===== config.mk =====
export PLATFORM = sky130hd
export DESIGN_NAME = mem_arbiter
export DESIGN_NICKNAME = d
export VERILOG_FILES = /design/src/rtl/mem_arbiter.sv
export SDC_FILE = /design/constraint.sdc
export NUM_CORES = 1
export LEC_CHECK = 0
export ABC_CLOCK_PERIOD_IN_PS = 5000
export BUFFER_PORTS_ARGS = -buffer_cell sky130_fd_sc_hd__buf_4
export CORE_UTILIZATION = 27
export CTS_CLUSTER_DIAMETER = 60
export DETAILED_ROUTE_END_ITERATION = 12
export HOLD_SLACK_MARGIN = 0.03
export SLEW_MARGIN = 10
export SYNTH_ARGS = -nofsm -noshare
export SYNTH_HDL_FRONTEND = slang
export SYNTH_SLANG_ARGS = --single-unit

===== constraint.sdc =====
create_clock -name clk -period 5 [get_ports clk]
set_input_delay 0.5 -clock clk [delete_from_list [all_inputs] [get_ports clk]]
set_output_delay 0.5 -clock clk [all_outputs]
set_load 0.01 [all_outputs]

===== src/rtl/mem_arbiter.sv =====
// Byte-serial memory arbiter: 32-bit fetches and 1/2/4-byte loads/stores onto a byte-wide RAM/IO bus.
// Define MEM_ARB_RR_EN for round-robin arbitration; fixed load/store priority otherwise.
module mem_arbiter #(
  parameter int         ADDR_W = 32,
  parameter logic [1:0] IO_SEL = 2'b11
) (
  input  logic              clk,
  input  logic              rst,
  input  logic              rdy,
  input  logic              flush,
  input  logic              inst_IF_req,
  input  logic [ADDR_W-1:0] inst_IF_addr,
  output logic              inst_IF_flag,
  output logic [31:0]       inst_IF,
  input  logic              data_req,
  input  logic              data_wr,
  input  logic [1:0]        data_size,
  input  logic [ADDR_W-1:0] data_addr,
  input  logic [31:0]       data_wdata,
  output logic              data_flag,
  output logic [31:0]       data_rdata,
  input  logic [7:0]        mem_din,
  output logic [7:0]        mem_dout,
  output logic [ADDR_W-1:0] mem_a,
  output logic              mem_wr,
  input  logic              io_buffer_full
);

  localparam logic [1:0] S_IDLE = 2'd0;
  localparam logic [1:0] S_RD   = 2'd1;
  localparam logic [1:0] S_WR   = 2'd2;

  logic [1:0]        state;
  logic [2:0]        cnt;
  logic [2:0]        nbytes;
  logic              is_fetch;
  logic              paused;
  logic              wr_en;
  logic [ADDR_W-1:0] addr_q;
  logic [31:0]       wdata_q;
  logic [3:0][7:0]   rbuf;
`ifdef MEM_ARB_RR_EN
  logic              last_data;
`endif

  logic              fetch_ok;
  logic              pick_d;
  logic              grant;
  logic [2:0]        size_n;
  logic [ADDR_W-1:0] cur_addr;
  logic [7:0]        wr_byte;
  logic              io_stall;
  logic [31:0]       rd_word;

  assign mem_wr   = wr_en & rdy;
  assign fetch_ok = inst_IF_req & ~flush;

`ifdef MEM_ARB_RR_EN
  assign pick_d = data_req & (~fetch_ok | ~last_data);
`else
  assign pick_d = data_req;
`endif

  assign grant = (state == S_IDLE) & ~inst_IF_flag & ~data_flag & (data_req | fetch_ok);

  always_comb begin
    size_n = 3'd4;
    if (pick_d) begin
      case (data_size)
        2'b00:   size_n = 3'd1;
        2'b01:   size_n = 3'd2;
        default: size_n = 3'd4;
      endcase
    end
  end

  assign cur_addr = (state == S_IDLE) ? (pick_d ? data_addr : inst_IF_addr)
                                      : addr_q + {{(ADDR_W-3){1'b0}}, cnt};
  assign wr_byte  = (state == S_IDLE) ? data_wdata[7:0] : wdata_q[{cnt[1:0], 3'b000} +: 8];
  assign io_stall = (cur_addr[17:16] == IO_SEL) & io_buffer_full;

  // The final byte arrives on mem_din in the completion cycle, so it bypasses rbuf.
  always_comb begin
    rd_word = '0;
    for (int i = 0; i < 4; i++) begin
      if (3'(i) < nbytes)
        rd_word[8*i +: 8] = (3'(i) == nbytes - 3'd1) ? mem_din : rbuf[i];
    end
  end

  always_ff @(posedge clk or posedge rst) begin
    if (rst) begin
      state        <= S_IDLE;
      cnt          <= '0;
      nbytes       <= '0;
      is_fetch     <= 1'b0;
      paused       <= 1'b0;
      wr_en        <= 1'b0;
      mem_a        <= '0;
      mem_dout     <= '0;
      inst_IF_flag <= 1'b0;
      inst_IF      <= '0;
      data_flag    <= 1'b0;
      data_rdata   <= '0;
`ifdef MEM_ARB_RR_EN
      last_data    <= 1'b0;
`endif
    end else begin
      inst_IF_flag <= 1'b0;
      data_flag    <= 1'b0;
      if (!rdy) begin
        // RAM data in flight is lost during a pause, so a read must restart.
        if (state == S_RD) paused <= 1'b1;
      end else begin
        case (state)
          S_IDLE: begin
            if (grant) begin
              is_fetch <= ~pick_d;
              nbytes   <= size_n;
              paused   <= 1'b0;
`ifdef MEM_ARB_RR_EN
              last_data <= pick_d;
`endif
              if (pick_d && data_wr) begin
                state <= S_WR;
                if (io_stall) begin
                  wr_en <= 1'b0;
                  cnt   <= 3'd0;
                end else begin
                  mem_a    <= cur_addr;
                  mem_dout <= wr_byte;
                  wr_en    <= 1'b1;
                  cnt      <= 3'd1;
                end
              end else begin
                state <= S_RD;
                mem_a <= cur_addr;
                wr_en <= 1'b0;
                cnt   <= 3'd1;
              end
            end
          end
          S_RD: begin
            if (is_fetch && flush) begin
              state <= S_IDLE;
              cnt   <= '0;
            end else if (paused) begin
              mem_a  <= addr_q;
              cnt    <= 3'd1;
              paused <= 1'b0;
            end else begin
              if (cnt < nbytes) mem_a <= cur_addr;
              if (cnt == nbytes + 3'd1) begin
                state <= S_IDLE;
                cnt   <= '0;
                if (is_fetch) begin
                  inst_IF_flag <= 1'b1;
                  inst_IF      <= rd_word;
                end else begin
                  data_flag  <= 1'b1;
                  data_rdata <= rd_word;
                end
              end else begin
                cnt <= cnt + 3'd1;
              end
            end
          end
          S_WR: begin
            if (cnt == nbytes) begin
              data_flag <= 1'b1;
              wr_en     <= 1'b0;
              state     <= S_IDLE;
              cnt       <= '0;
            end else if (io_stall) begin
              wr_en <= 1'b0;
            end else begin
              mem_a    <= cur_addr;
              mem_dout <= wr_byte;
              wr_en    <= 1'b1;
              cnt      <= cnt + 3'd1;
            end
          end
          default: begin
            state <= S_IDLE;
            cnt   <= '0;
            wr_en <= 1'b0;
          end
        endcase
      end
    end
  end

  // Request latches and read-byte buffer carry no reset; they are always written before use.
  always_ff @(posedge clk) begin
    if (rdy) begin
      if (grant) begin
        addr_q  <= pick_d ? data_addr : inst_IF_addr;
        wdata_q <= data_wdata;
      end
      if (state == S_RD && !paused && cnt >= 3'd2)
        rbuf[cnt[1:0] - 2'd2] <= mem_din;
    end
  end

endmodule


==> out/qor.txt <==
Ys async rst share -> 0.549
Layout net count -> 1332
Endpoints failing hold -> 0
Vias in the first global route -> 8463
H-tree Lvls -> 1
Crit path buffers/inverters -> 1
Ports -> 221
YS warnings -> 0
Critical path class -> flop to flop
Area of the multi-input gates -> 5030 sq um
Critical path startpoint category -> flop
Routed WL per cell -> 19.1 um
Drt pass-1 iters -> 5
Post-synth top cells -> dfrtp_1 (117), nand2_1 (109), edfxtp_1 (96), mux2_2 (64), a21oi_1 (62)
EDFF count, synth -> 96
Core footprint -> 40900 sq um
Top-count cell post-synth -> dfrtp_1
Worst VDD drop -> 0.259 mV
Num Clock Sinks -> 213
RR Startpoint -> cnt[0]
Max cap viols -> 0
Distinct cells, synth -> 79
Dpl hpwl -> 23600 um
Number of diodes -> 0
DIE AREA -> 42500 sq um
Pin count of the biggest net entering global routing -> 67
Slew Viols, Final -> 0
Post-Syn Nets -> 1127
Grt ovf -> 0
Crit-path slowest cell -> o21a_1
Routed WL -> 33400 um
Register area share after synthesis -> 0.517
Syn Inst Count -> 992
Fin Setup TNS -> 0 ns
Hold WC Path Type -> input pin to flop
Top_reg_cell synth -> dfrtp_1
Initial core utilization -> 0.275
Syn Area/Cell -> 11.3 sq um
Global-route wire length before repair -> 50800 um
Max frequency -> 267 MHz
Worst slew margin -> 0.328
Top-area cell type share of the netlist area -> 0.260
Static leakage -> 6.01 nW
#FFs+latches synth -> 213
Iteration-0 DRC Markers -> 815
Layout area overhead -> 27.1%
Routed Antenna Nets -> 0
Cell accounting for the most synthesized area -> dfrtp_1
CTS root buf -> clkbuf_16
CTS buffer count -> 28
Overall Global Routing Usage -> 0.156
Reg area -> 5810 sq um
Drc violations -> 0
Die width -> 206 um
Dpl ws -> 1.31 ns
Min Tclk post-route -> 3.74 ns
Fillers -> 4116
Clock Skews -> 0.0233 ns
Setup violators final -> 0
Rows -> 74
Slew @ Worst Pin -> 1.00 ns
Crit-path cells -> buf_4 > ha_1 > fa_1 > a21o_1 > nand4b_1 > a2111oi_4 > o31ai_2 > o21a_1 > o21ai_2 > o21ai_0
CTS tree -> built
Clock tree buffer depth -> 3
Setup crit end kind -> flop
Routed vias -> 8747
Vias per inst -> 5.00
Clock latency on the worst-skew pair -> 0.56 ns
Hold path startpoint -> data_wdata[20]
Top Family by Delay on Critical Path -> compound AO/OA/AOI/OAI gates
Worst path max stage delay -> 0.71 ns
Outcome -> completed
Chip height -> 206 um
Fraction of layout cells with a size suffix above 1 -> 0.326
Synth area leaders -> dfrtp_1 (26%), edfxtp_1 (26%), mux2_2 (6.4%)
PwrDens -> 568 nW/um^2
CP Data Required Time -> 5.46 ns
Period utilization -> 0.748
RSZ-0062 raised after global routing -> false
Port bufs -> 220
Worst EP arrival -> 4.20 ns
Gpl congestion -> 0.850
Crit Path Max Fanout -> 20
Initial antenna violation count -> 1
Clock-pin transition on the worst setup and hold timing paths -> 0.06 ns
Setup WS post-layout -> 1.26 ns
Synthesized area -> 11200 sq um
Setup crit start -> cnt[0]
[flip-flops by register name, indices dropped and copies added, names as in the netlist]
signal,flops
data_rdata,32
state,2
wr_en,1
paused,1
addr_q,32
rbuf,32
cnt,3
nbytes,3
mem_dout,8
mem_a,32
wdata_q,32
inst_IF,32
data_flag,1
inst_IF_flag,1
is_fetch,1
[metrics by stage]
stage	cells	total power, mW	hold WS [ns]	area, sq um	utilization
finish	1750	8.11	0.121	14300	0.349
global route	1750	8.63	0.103	14300	0.349
CTS	1750	8.19	0.0979	14300	0.349
detailed placement	1698	6.16	0.471	13400	0.326
global placement	1698	6.09	0.467	13400	0.326
floorplan	992	4.83	0.498	11200	-
[area by class of cell]
cell class | instances | area share
clock buffer | 39 | 0.0555
inverter | 27 | 0.00762
multi-input combinational | 694 | 0.352
tap | 532 | 0.0466
sequential | 213 | 0.407
clock inverter | 12 | 0.00893
timing repair buffer | 233 | 0.123
[report_power, final]
group          total (mW)  internal, mW  switching, mW  leakage [nW]
Combinational        3.48          1.42           2.06          3.16
Clock                2.00          1.21          0.787         0.442
Sequential           2.63          2.29          0.343          2.41
Total                8.11          4.92           3.19          6.01
[final timing paths]
kind / to / slack (ns) / depth (start not counted)
worst min-delay path: wdata_q[20] / 0.12 / 1
worst max register to register: mem_a[24] / 1.26 / 10
max in group asynchronous: data_rdata[23] / 3.41 / 4
worst max-delay path: mem_a[24] / 1.26 / 10
min in group asynchronous: inst_IF[3] / 0.56 / 3
worst min register to register: mem_dout[0] / 0.48 / 2
[cell families (layout without fill, tap and decap cells)]
| kind of cell | Yosys count | in the layout | share of synthesized area |
|---|---|---|---|
| adder cells (fa/ha/maj) | 21 | 21 | 0.0240 |
| flip-flops | 213 | 213 | 0.517 |
| AO/OA/AOI/OAI | 223 | 223 | 0.130 |
| AND/OR/NAND/NOR | 293 | 293 | 0.126 |
| buffers and inverters | 85 | 311 | 0.0368 |
| XOR/XNOR | 29 | 29 | 0.0239 |
| multiplexers | 128 | 128 | 0.143 |
[per-layer routing]
metal,wire (um),track usage
met3,2180,0.0276
met5,10,0
met1,14800,0.211
met4,703,0.0347
met2,15700,0.257
[what timing repair did]
item,CTS,global route
hold buffers,1,0
gates resized for setup,0,0
endpoints found under the hold margin,25,0
setup buffers,0,0
[cells in the final DEF (no fill, tap or decap), types with 6 or more instances in the layout]
cell type | netlist | routed
inv_1 | 25 | 24
mux2i_1 | 27 | 27
nor2_1 | 47 | 47
clkbuf_1 | 26 | 7
and2_1 | 8 | 8
mux4_2 | 8 | 8
a31oi_1 | 11 | 11
a221oi_1 | 8 | 8
dfrtp_1 | 117 | 117
a21oi_1 | 62 | 62
mux2_2 | 64 | 64
nand3_1 | 58 | 58
nor3_1 | 18 | 18
o22ai_1 | 7 | 7
a21boi_0 | 8 | 8
clkbuf_16 | 0 | 29
o21ai_0 | 52 | 52
xor2_1 | 12 | 12
nand4_1 | 9 | 9
buf_4 | 2 | 232
o31ai_1 | 6 | 6
ha_1 | 20 | 19
nand2_1 | 109 | 109
o211ai_1 | 9 | 9
xnor2_1 | 16 | 15
and3_1 | 7 | 7
mux2_4 | 29 | 29
a22oi_1 | 15 | 15
edfxtp_1 | 96 | 96
Power figures use the tool's default switching activity.
